`src/rtl/uart_sram_transmitter.sv`:
```
// Reads 16-bit SRAM words and sends each as two 8N1 UART bytes, high byte first; optional trailing checksum.
// Latency: first start bit READ_LATENCY+3 cycles after Start; one byte takes 10*CLKS_PER_BIT cycles.
// Backpressure: none; Start is ignored while Busy. Optional checksum byte: define UART_TX_CHECKSUM_EN.
module uart_sram_transmitter #(
    parameter int CLKS_PER_BIT = 434,
    parameter int READ_LATENCY = 2
) (
    input  logic        Clock,
    input  logic        Resetn,
    input  logic        Start,
    input  logic [17:0] Base_address,
    input  logic [17:0] Word_count,
    output logic [17:0] SRAM_address,
    input  logic [15:0] SRAM_read_data,
    output logic        SRAM_we_n,
    output logic        UART_TX_O,
    output logic        Busy,
    output logic        Done
);

    localparam int CW = (CLKS_PER_BIT > 1) ? $clog2(CLKS_PER_BIT) : 1;
    localparam int LW = (READ_LATENCY > 0) ? $clog2(READ_LATENCY + 1) : 1;
    localparam logic [CW-1:0] CLK_LAST  = CW'(CLKS_PER_BIT - 1);
    localparam logic [LW-1:0] WAIT_LAST = LW'(READ_LATENCY);

    typedef enum logic [2:0] {
        S_TX_IDLE,
        S_TX_READ,
        S_TX_WAIT,
        S_TX_SEND_HI,
        S_TX_SEND_LO,
        S_TX_DONE
`ifdef UART_TX_CHECKSUM_EN
        , S_TX_CSUM
`endif
    } tx_state_t;

    tx_state_t   state_q;
    logic        busy_q;
    logic        done_q;
    logic [17:0] sram_addr_q;
    logic [17:0] ptr_q;
    logic [17:0] rem_q;
    logic [15:0] word_q;
    logic [LW-1:0] wait_cnt_q;
`ifdef UART_TX_CHECKSUM_EN
    logic [7:0]  sum_q;
`endif

    // Serializer state: bit_cnt 0 = start bit, 1..8 = data, 9 = stop
    logic        tx_q;
    logic        ser_act_q;
    logic [3:0]  bit_cnt_q;
    logic [CW-1:0] clk_cnt_q;
    logic [7:0]  sh_q;

    logic        ser_last_d;
    logic        ld_vld_d;
    logic [7:0]  ld_dat_d;

    assign SRAM_address = sram_addr_q;
    assign SRAM_we_n    = 1'b1;
    assign UART_TX_O    = tx_q;
    assign Busy         = busy_q;
    assign Done         = done_q;

    // Decide when a byte is handed to the serializer; the next byte loads on the stop bit's last cycle so there is no idle gap
    always_comb begin
        ser_last_d = ser_act_q && (bit_cnt_q == 4'd9) && (clk_cnt_q == CLK_LAST);
        ld_vld_d   = 1'b0;
        ld_dat_d   = 8'h00;
        case (state_q)
            S_TX_SEND_HI: begin
                if (!ser_act_q) begin
                    ld_vld_d = 1'b1;
                    ld_dat_d = word_q[15:8];
                end else if (ser_last_d) begin
                    ld_vld_d = 1'b1;
                    ld_dat_d = word_q[7:0];
                end
            end
`ifdef UART_TX_CHECKSUM_EN
            S_TX_SEND_LO: begin
                if (ser_last_d && (rem_q == 18'd0)) begin
                    ld_vld_d = 1'b1;
                    ld_dat_d = sum_q;
                end
            end
            S_TX_IDLE: begin
                if (Start && (Word_count == 18'd0)) begin
                    ld_vld_d = 1'b1;
                    ld_dat_d = 8'h00;
                end
            end
`endif
            default: ;
        endcase
    end

    // Bit-level 8N1 shifter: each bit held CLKS_PER_BIT cycles, line idles high
    always_ff @(posedge Clock) begin
        if (!Resetn) begin
            tx_q      <= 1'b1;
            ser_act_q <= 1'b0;
            bit_cnt_q <= 4'd0;
            clk_cnt_q <= '0;
            sh_q      <= 8'h00;
        end else if (ld_vld_d) begin
            tx_q      <= 1'b0;
            sh_q      <= ld_dat_d;
            bit_cnt_q <= 4'd0;
            clk_cnt_q <= '0;
            ser_act_q <= 1'b1;
        end else if (ser_act_q) begin
            if (clk_cnt_q == CLK_LAST) begin
                clk_cnt_q <= '0;
                if (bit_cnt_q == 4'd9) begin
                    ser_act_q <= 1'b0;
                    tx_q      <= 1'b1;
                end else begin
                    bit_cnt_q <= bit_cnt_q + 4'd1;
                    if (bit_cnt_q == 4'd8) begin
                        tx_q <= 1'b1;
                    end else begin
                        tx_q <= sh_q[0];
                        sh_q <= {1'b0, sh_q[7:1]};
                    end
                end
            end else begin
                clk_cnt_q <= clk_cnt_q + CW'(1);
            end
        end
    end

    // Control FSM: fetch a word, send high then low byte, repeat, then pulse Done
    always_ff @(posedge Clock) begin
        if (!Resetn) begin
            state_q     <= S_TX_IDLE;
            busy_q      <= 1'b0;
            done_q      <= 1'b0;
            sram_addr_q <= 18'd0;
            ptr_q       <= 18'd0;
            rem_q       <= 18'd0;
            word_q      <= 16'h0000;
            wait_cnt_q  <= '0;
`ifdef UART_TX_CHECKSUM_EN
            sum_q       <= 8'h00;
`endif
        end else begin
            done_q <= 1'b0;
            case (state_q)
                S_TX_IDLE: begin
                    if (Start) begin
                        busy_q <= 1'b1;
                        ptr_q  <= Base_address;
                        rem_q  <= Word_count;
`ifdef UART_TX_CHECKSUM_EN
                        sum_q  <= 8'h00;
`endif
                        if (Word_count == 18'd0) begin
`ifdef UART_TX_CHECKSUM_EN
                            state_q <= S_TX_CSUM;
`else
                            state_q <= S_TX_DONE;
                            done_q  <= 1'b1;
`endif
                        end else begin
                            state_q <= S_TX_READ;
                        end
                    end
                end
                S_TX_READ: begin
                    sram_addr_q <= ptr_q;
                    ptr_q       <= ptr_q + 18'd1;
                    wait_cnt_q  <= '0;
                    state_q     <= S_TX_WAIT;
                end
                S_TX_WAIT: begin
                    if (wait_cnt_q == WAIT_LAST) begin
                        word_q  <= SRAM_read_data;
                        state_q <= S_TX_SEND_HI;
                    end else begin
                        wait_cnt_q <= wait_cnt_q + LW'(1);
                    end
                end
                S_TX_SEND_HI: begin
                    if (!ser_act_q) begin
`ifdef UART_TX_CHECKSUM_EN
                        sum_q <= sum_q + word_q[15:8];
`endif
                    end else if (ser_last_d) begin
`ifdef UART_TX_CHECKSUM_EN
                        sum_q <= sum_q + word_q[7:0];
`endif
                        rem_q   <= rem_q - 18'd1;
                        state_q <= S_TX_SEND_LO;
                    end
                end
                S_TX_SEND_LO: begin
                    if (ser_last_d) begin
                        if (rem_q == 18'd0) begin
`ifdef UART_TX_CHECKSUM_EN
                            state_q <= S_TX_CSUM;
`else
                            state_q <= S_TX_DONE;
                            done_q  <= 1'b1;
`endif
                        end else begin
                            state_q <= S_TX_READ;
                        end
                    end
                end
`ifdef UART_TX_CHECKSUM_EN
                S_TX_CSUM: begin
                    if (ser_last_d) begin
                        state_q <= S_TX_DONE;
                        done_q  <= 1'b1;
                    end
                end
`endif
                S_TX_DONE: begin
                    busy_q  <= 1'b0;
                    state_q <= S_TX_IDLE;
                end
                default: state_q <= S_TX_IDLE;
            endcase
        end
    end

endmodule
```
`config.mk`:
```
export PLATFORM = sky130hd
export DESIGN_NAME = uart_sram_transmitter
export DESIGN_NICKNAME = d
export VERILOG_FILES = /design/src/rtl/uart_sram_transmitter.sv
export SDC_FILE = /design/constraint.sdc
export NUM_CORES = 1
export LEC_CHECK = 0
export BUFFER_PORTS_ARGS = -buffer_cell sky130_fd_sc_hd__buf_2
export CORE_AREA = 4 4 97 99
export CTS_CLUSTER_SIZE = 14
export DETAILED_ROUTE_END_ITERATION = 6
export DIE_AREA = 0 0 101 103
export PLACE_DENSITY = 0.83
export SYNTH_ARGS = -nofsm -noshare
export SYNTH_HDL_FRONTEND = slang
export SYNTH_SLANG_ARGS = --single-unit
```
`constraint.sdc`:
```
create_clock -name Clock -period 3.65 [get_ports Clock]
set_input_delay 0.1825 -clock Clock [delete_from_list [all_inputs] [get_ports Clock]]
set_output_delay 0.1825 -clock Clock [all_outputs]
set_load 0.01 [all_outputs]
```
==> metrics, run 1 <==
Final nets=763; final setup vio count=0; Synth async-reset ratio=0%; post-route ant nets=0; Slew headroom=37.9%; hold_buf cts=0; Initial Utilization=58.7%; clock latency on the worst-skew pair=0.38 ns; WP data arrival=2.71 ns; syn nets=714; Synth Cell Area=0.00502 sq mm; DIE HEIGHT=103 um; simple-gate portion of the synthesized area=28.3%; port bufs=75; peak supply drop=314 uV; Num CTS Buffers=9; RSZ-0062 raised after global routing=false; clock-pin slew on the worst setup and hold paths=0.11 ns; worst slew pin tran=0.927 ns; Total Power=3250 uW; Worst setup SP type=flop; # resized after CTS=0; largest fanout on the critical path=39; Period minus WS final=2.40 ns; adder-cell area share of the yosys netlist=1.99%; core area=0.00855 sq mm; xor and xnor area share after synthesis=2.09%; Crit Path Category=reg -> reg; DRC Markers=0; Syn Inst Count=651; DRT Pass-1 Iters=6; # diodes=0; Post-synth top flop=dfxtp_1; Distinct cells, synth=76; main combinational cell family by area after synthesis=simple AND/OR/NAND/NOR gates; cell area power density=584 mW/mm^2; LEAKAGE=0.00209 uW; CTS tree=done; DR vias=4951; setup bufs post-CTS=0; vias in the first global route=4453; CP startpoint=state_q[0]; Worst R2R Start=state_q[0]; Peak Freq=0.416 GHz; fill count=725; root buf cell=clkbuf_8; first-pass GRT wire length=20.7 mm; Final HPWL DP=8.89 mm; die width=101 um; proportion of synthesized area in mux cells=1.07%; RePlAce Congestion=0.886; setup tns final=0 ns; GRT overflow=0; Avg WL per Cell=15.7 um; IO Pins=77; final max-slew violation count=0; Hold Path Class=in -> reg; Longest Clk Path Bufs=2; DIE AREA=0.0104 sq mm; share of the synthesized area in the top cell type=39.9%; maxcap violations=0; htree depth=3; leading area contributor after synthesis=dfxtp_1; skew final=0.0183 ns; post-synthesis compound-gate area fraction=22.0%; wirelength, routed=12.7 mm; P&R area growth vs syn=11.0%; DR iter-0 viols=407; Final Hold Viols=0; pin count of the biggest net entering global routing=43; fin crit share=65.8%; Row Count=34; via/cell ratio=6.09; CP endpoint kind=flop; number of synthesized register bits=100; Post-Syn Area per Cell=7.71 sq um; fraction of layout cells with a size suffix above 1=16.0%; Tot GR Track Use=24.6%; largest cells by area after synthesis=dfxtp_1 (40%), nand2_1 (9.8%), a21oi_1 (8.0%), nor2_1 (3.7%), nand3_1 (2.9%); Critical Path RT=3.96 ns; run status=finished, final reports clean; Yosys Warn Count=0; Hold Path Origin=SRAM_read_data[11]; EDFF count, synth=0; clk sinks=100; initial antenna violation count=0; part of the Yosys area used for sequential elements=39.9%
[final timing paths]
path,end,depth (start not counted),slack [ns]
min reg2reg,SRAM_address[6],2,0.46
min,word_q[11],3,0.03
max reg2reg,ptr_q[12],5,1.25
max,ptr_q[12],5,1.25
[registers in the layout, summed over array words and instances, names as in the netlist]
| signal | flops |
|---|---|
| SRAM_address | 18 |
| ptr_q | 18 |
| rem_q | 18 |
| word_q | 16 |
| clk_cnt_q | 9 |
| sh_q | 8 |
| bit_cnt_q | 4 |
| state_q | 3 |
| wait_cnt_q | 2 |
| Busy | 1 |
| Done | 1 |
| UART_TX_O | 1 |
| ser_act_q | 1 |
[routing by layer]
layer  routed length, um  GRT usage, %
met4                 160          7.57
met2                5840          39.1
met5                   0             0
met3                1100          5.21
met1                5640          33.6
[synthesized netlist by cell type, types with 2 or more instances]
master and count:
and3_1 6, a211o_1 6, o22ai_1 15, xor2_1 5, clkbuf_1 28, buf_4 2
a21o_1 5, nor2b_1 2, a221oi_1 2, o211ai_1 2, and4_1 3, nand3_1 29
mux2i_1 2, buf_2 7, o32ai_1 2, buf_1 4, o41ai_1 2, or4_1 4
nand4b_1 2, a21oi_1 80, or3_1 7, mux2_2 2, o31ai_1 7, a211oi_1 4
a22oi_1 4, o21ai_0 27, nor3_1 15, nor4_1 11, ha_1 8, buf_6 2
a31oi_1 4, nor2_1 50, nand4_1 5, dfxtp_1 100, or2_2 3, nand2_1 131
nand2b_1 4, a22o_1 2, a311oi_1 3, a32oi_1 2, inv_1 9, nor3b_1 3
xnor2_1 7
[cells by family after synthesis]
group / after synthesis
and+or+nand+nor: 292
xor gates and xnor gates: 12
buffers and inverters: 53
other: 1
adders and majority gates: 8
AOI/OAI and AO/OA: 180
DFF: 100
muxes: 5
[placed cells by master, fill, tap and decap left out, types with 3 or more instances in the layout]
cell | synthesis | layout
nand2_1 | 131 | 131
dfxtp_1 | 100 | 100
a21oi_1 | 80 | 80
buf_2 | 7 | 75
nor2_1 | 50 | 50
nand3_1 | 29 | 29
o21ai_0 | 27 | 27
nor3_1 | 15 | 15
o22ai_1 | 15 | 15
nor4_1 | 11 | 11
inv_1 | 9 | 9
clkbuf_8 | 0 | 9
ha_1 | 8 | 8
o31ai_1 | 7 | 7
or3_1 | 7 | 7
xnor2_1 | 7 | 7
a211o_1 | 6 | 6
and3_1 | 6 | 6
buf_4 | 2 | 6
a21o_1 | 5 | 5
nand4_1 | 5 | 5
xor2_1 | 5 | 5
nand2b_1 | 4 | 4
or4_1 | 4 | 4
a31oi_1 | 4 | 4
a22oi_1 | 4 | 4
a211oi_1 | 4 | 4
inv_6 | 0 | 4
and4_1 | 3 | 3
a311oi_1 | 3 | 3
or2_2 | 3 | 3
[worst max-delay path, cell delays in order (launching register included)]
cell	delay, ns
dfxtp_1	0.71
or3b_4	0.65
nor4_4	0.38
nand3_1	0.13
mux2_1	0.32
a21oi_1	0.14
[where the power goes]
part | total, uW | internal, uW | switching, uW
Sequential | 1430 | 1240 | 194
Combinational | 1120 | 416 | 707
Clock | 698 | 268 | 429
[layout make-up]
cell class | instances | area (sq um) | share of cell area, %
clock buffer | 10 | 128 | 2.29
multi-input combinational | 498 | 2790 | 50.1
clock inverter | 6 | 57.6 | 1.03
tap | 108 | 135 | 2.43
sequential | 100 | 2000 | 35.9
timing repair buffer | 81 | 420 | 7.55
inverter | 10 | 37.5 | 0.674
[through the flow]
step	hold WS (ns)	setup WS (ns)	cell area (sq um)	instances	utilization, %
global route	0.0178	1.07	5570	813	65.2
CTS	0.0242	1.27	5570	813	65.2
finish	0.0292	1.25	5570	813	65.2
detailed placement	0.429	1.27	5390	797	63.0
global placement	0.423	1.33	5390	797	63.0
floorplan	0.318	1.65	5020	651	-
Note: power is estimated with default switching activity, not from simulation.
==> inputs of run 2 (changes only) <==
- CORE_AREA: 4 4 97 99 -> 4 4 99 101
- DIE_AREA: 0 0 101 103 -> 0 0 103 105
- PLACE_DENSITY: 0.83 -> 0.8
- clock period: 3.65 -> 2.39 ns (I/O delays scaled with it)
==> run 2 against run 1 <==
Compared with the run above:
- utilization grew 0.15 points
- clock-buffer cell count down 1
- die area is 4.0% higher
- register-to-register slack got worse by 1.0 ns
- first-iteration DRC count is 20% lower
- non-clock buffer count grew 31
- combinational power increased by 65%
- via count increased by 3.2%
- critical path type unchanged
- highest routed layer unchanged
==> metrics, run 2 (synthesis results as in run 1) <==
Total Power=5180 uW; most frequent cells in the layout=nand2_1 (131), dfxtp_1 (100), a21oi_1 (80); commonest non-fill, non-tap cell in the layout=nand2_1; DR vias=5108; worst slew pin tran=0.688 ns; run status=finished, final reports clean; setup tns final=0 ns; DR iter-0 viols=325; Cells after DPL=813; clock latency on the worst-skew pair=0.36 ns; port bufs=75; GRT overflow=0; # diodes=0; vias in the first global route=4819; Hold Path Class=in -> reg; Longest Clk Path Bufs=2; CP peak stage delay=0.53 ns; root buf cell=clkbuf_8; Final HPWL DP=8.95 mm; die width=103 um; maxcap violations=0; Peak Freq=0.459 GHz; Num CTS Buffers=9; Min Hold Slack=0.0131 ns; P&R area growth vs syn=17.4%; core area=0.00902 sq mm; cell area power density=879 mW/mm^2; design area=0.00589 sq mm; CP Cell Sequence=inv_1 -> ha_1 -> or4b_1 -> or3_1 -> nor4_2 -> o311ai_1 -> o2bb2ai_1; Critical path buffers and inverters=1; Worst setup SP type=flop; Critical Path RT=2.68 ns; clock-pin slew on the worst setup and hold paths=0.09 ns; Initial Utilization=55.6%; IO Pins=77; final setup vio count=0; DIE AREA=0.0108 sq mm; DRT Pass-1 Iters=5; wirelength, routed=12.9 mm; WP data arrival=2.47 ns; DIE HEIGHT=105 um; setup bufs post-CTS=0; CP endpoint kind=flop; final max-slew violation count=0; Slew headroom=53.9%; DRC Markers=0; Final Hold Viols=0; skew final=0.0141 ns; Final Instance Count excl. Fillers=847; LEAKAGE=0.00225 uW; via/cell ratio=6.03; post-route ant nets=0; Final nets=794; placed cell area=0.00549 sq mm; Period minus WS final=2.18 ns; RePlAce Congestion=0.875; fin crit share=91.2%; clk sinks=100; peak supply drop=510 uV; Avg WL per Cell=15.2 um; Crit Path Category=reg -> reg; htree depth=3; largest fanout on the critical path=5; CP max stage cell=or4b_1; Top Family by Delay on Critical Path=simple AND/OR/NAND/NOR gates; initial antenna violation count=0; Row Count=35; RSZ-0062 raised after global routing=false; CTS tree=done; fraction of layout cells with a size suffix above 1=17.4%; pin count of the biggest net entering global routing=43; first-pass GRT wire length=21.7 mm; Tot GR Track Use=24.3%
run 2: cell types whose count changed in the layout (fill, tap and decap cells not counted), moves of 2 or more:
cell           change
buf_4             +13
dlygate4sd3_1     +18
clkinv_4           +2
inv_6              -3
bufinv_16          +2
inv_8              -2
run 2: worst min-delay path: stages:
cell and delay [ns]:
buf_2 0.10, nand2_1 0.05, a21oi_1 0.05
run 2: power breakdown:
part           internal [uW]  switching (uW)  total, uW
logic                    704            1140       1850
clock network            595             590       1180
registers               1890             262       2150
run 2: layout make-up:
class	instances	area (sq um)
Fill cell	776	3130
Timing Repair Buffer	112	698
Clock buffer	9	124
Clock inverter	7	98.8
Sequential cell	100	2000
Tap cell	111	139
Multi-Input combinational cell	498	2790
Inverter	10	37.5
run 2: worst paths after layout:
kind	endpoint	slack [ns]	cells past startpoint	from
setup reg to reg	state_q[2]	0.21	7	rem_q[0]
hold reg to reg	sh_q[6]	0.46	2	sh_q[6]
setup / recovery	state_q[2]	0.21	7	rem_q[0]
hold / removal	word_q[6]	0.01	3	SRAM_read_data[6]
run 2: repair_timing:
action	in CTS	in global routing
setup endpoints to repair	0	12
endpoints found under the hold margin	18	0
hold buffers	18	0
gates resized for setup	0	1
run 2: through the flow:
stage | setup slack, ns | utilization (%)
after floorplan | 0.394 | -
after global placement | 0.201 | 60.8
after detailed placement | 0.129 | 60.8
after CTS | 0.107 | 65.3
after global routing | 0.0331 | 65.3
final | 0.211 | 65.3
run 2: routing by layer:
| metal | vias up | part of all wire, % | global-route usage, % |
|---|---|---|---|
| li1 | 2483 | - | - |
| met1 | 2399 | 43 | 32.6 |
| met2 | 200 | 47 | 38.7 |
| met3 | 26 | 7.7 | 3.94 |
| met4 | 0 | 2.0 | 9.16 |
| met5 | - | 0 | 0 |
==> inputs of run 3 (changes only) <==
- CORE_AREA: 4 4 99 101 -> 4 4 118 86
- DIE_AREA: 0 0 103 105 -> 0 0 122 90
- PLACE_DENSITY: 0.8 -> 0.79
- TNS_END_PERCENT: default -> 50
==> run 3 against run 2 <==
Compared with the run above:
- sequential cell count stayed put
- non-clock buffer count is 16 lower
- sequential share of layout area is 0.28 points higher
- worst setup slack better by 0.0073 ns
- critical path type unchanged
==> metrics, run 3 (synthesis results as in run 1) <==
root buf cell=clkbuf_16; Critical path buffers and inverters=1; peak supply drop=486 uV; post-route ant nets=0; DRT Pass-1 Iters=5; GR peak layer=met2; maxcap violations=0; pin count of the biggest net entering global routing=44; Tot GR Track Use=24.0%; skew final=0.0113 ns; Slew headroom=55.4%; htree depth=3; DR vias=5025; Row Count=29; hold_buf cts=0; CP max stage cell=or4b_1; CP peak stage delay=0.53 ns; DIE AREA=0.0110 sq mm; WP data arrival=2.45 ns; met2 usage=37.4%; LEAKAGE=0.00223 uW; GRT overflow=0; Period minus WS final=2.17 ns; die width=122 um; cell area power density=958 mW/mm^2; commonest non-fill, non-tap cell in the layout=nand2_1; Avg WL per Cell=15.8 um; CP endpoint kind=flop; final max-slew violation count=0; final setup vio count=0; port bufs=75; placed cell area=0.00552 sq mm; design area=0.00584 sq mm; first-pass GRT wire length=22.1 mm; setup tns final=0 ns; CTS tree=done; setup bufs post-CTS=0; RePlAce Congestion=0.892; DIE HEIGHT=90 um; fraction of layout cells with a size suffix above 1=18.1%; run status=finished, final reports clean; clk sinks=100; Final HPWL DP=9.37 mm; Final Hold Viols=0; wirelength, routed=13.4 mm; Initial Utilization=56.0%; fin crit share=90.9%; Longest Clk Path Bufs=2; core area=0.00896 sq mm; Num CTS Buffers=9; P&R area growth vs syn=16.4%; Worst setup SP type=flop; clock latency on the worst-skew pair=0.35 ns; Top Family by Delay on Critical Path=simple AND/OR/NAND/NOR gates; Cells after DPL=828; vias in the first global route=4747; Hold Path Class=in -> reg; RSZ-0062 raised after global routing=false; # diodes=0; # resized after CTS=0; Critical Path RT=2.67 ns; most frequent cells in the layout=nand2_1 (131), dfxtp_1 (100), a21oi_1 (80); CP Cell Sequence=inv_1 -> ha_1 -> or4b_1 -> or3_1 -> nor4_2 -> o311ai_1 -> o2bb2ai_1; Final Instance Count excl. Fillers=844; worst slew pin tran=0.665 ns; Final nets=778; DR iter-0 viols=426; IO Pins=77; Crit Path Category=reg -> reg; fin util=65.2%; grt met1 use=33.3%; DRC Markers=0; clock-pin slew on the worst setup and hold paths=0.07 ns; Peak Freq=0.460 GHz; largest fanout on the critical path=5; via/cell ratio=5.95; initial antenna violation count=0; met3 Track Usage GR=5.58%
==> run 3: cell count changes in the layout (fill, tap and decap cells not counted), sizes merged <==
cell / previous run / this run
buf: 94 / 96
clkinv: 3 / 2
dlygate4sd3: 18 / 0
inv: 11 / 12
==> run 3: cell type report <==
| type | count | area, sq um |
|---|---|---|
| clock buffer | 9 | 225 |
| multi-input combinational | 498 | 2790 |
| sequential | 100 | 2000 |
| fill | 801 | 3120 |
| timing repair buffer | 96 | 533 |
| tap | 124 | 155 |
| inverter | 10 | 37.5 |
| clock inverter | 7 | 97.6 |
==> run 3: per-stage QoR <==
step / hold WS, ns / total power [uW] / setup WS (ns)
global placement: 0.360 / 3910 / 0.193
finish: 0.00251 / 5600 / 0.218
CTS: 0.00251 / 5570 / 0.0732
floorplan: 0.255 / 3480 / 0.394
detailed placement: 0.370 / 4000 / 0.0909
global route: 0.00480 / 5910 / 0.0371
==> run 3: worst paths after layout <==
check / depth (start not counted) / slack (ns) / to / start
worst min-delay path: 3 / 0.003 / word_q[8] / SRAM_read_data[8]
worst min register to register: 2 / 0.45 / SRAM_address[3] / SRAM_address[3]
worst max register to register: 7 / 0.22 / state_q[2] / rem_q[0]
worst max-delay path: 7 / 0.22 / state_q[2] / rem_q[0]
==> run 3: layer usage <==
layer | vias to the layer above | share of wire [%] | routed length (um)
met2 | 215 | 45 | 6010
met5 | - | 0 | 0
met4 | 0 | 1.2 | 162
met3 | 18 | 7.7 | 1040
li1 | 2463 | - | -
met1 | 2329 | 46 | 6160
==> run 3: power breakdown <==
part | leakage (uW) | internal, uW | total (uW) | switching, uW
Sequential | 0.000813 | 1890 | 2160 | 267
Combinational | 0.00126 | 699 | 1860 | 1170
Clock | 0.000158 | 925 | 1580 | 651
Total | 0.00223 | 3510 | 5600 | 2080
==> run 3: worst min-delay path, stage by stage <==
cell	delay, ns
buf_2	0.09
nand2_1	0.04
a21oi_1	0.05
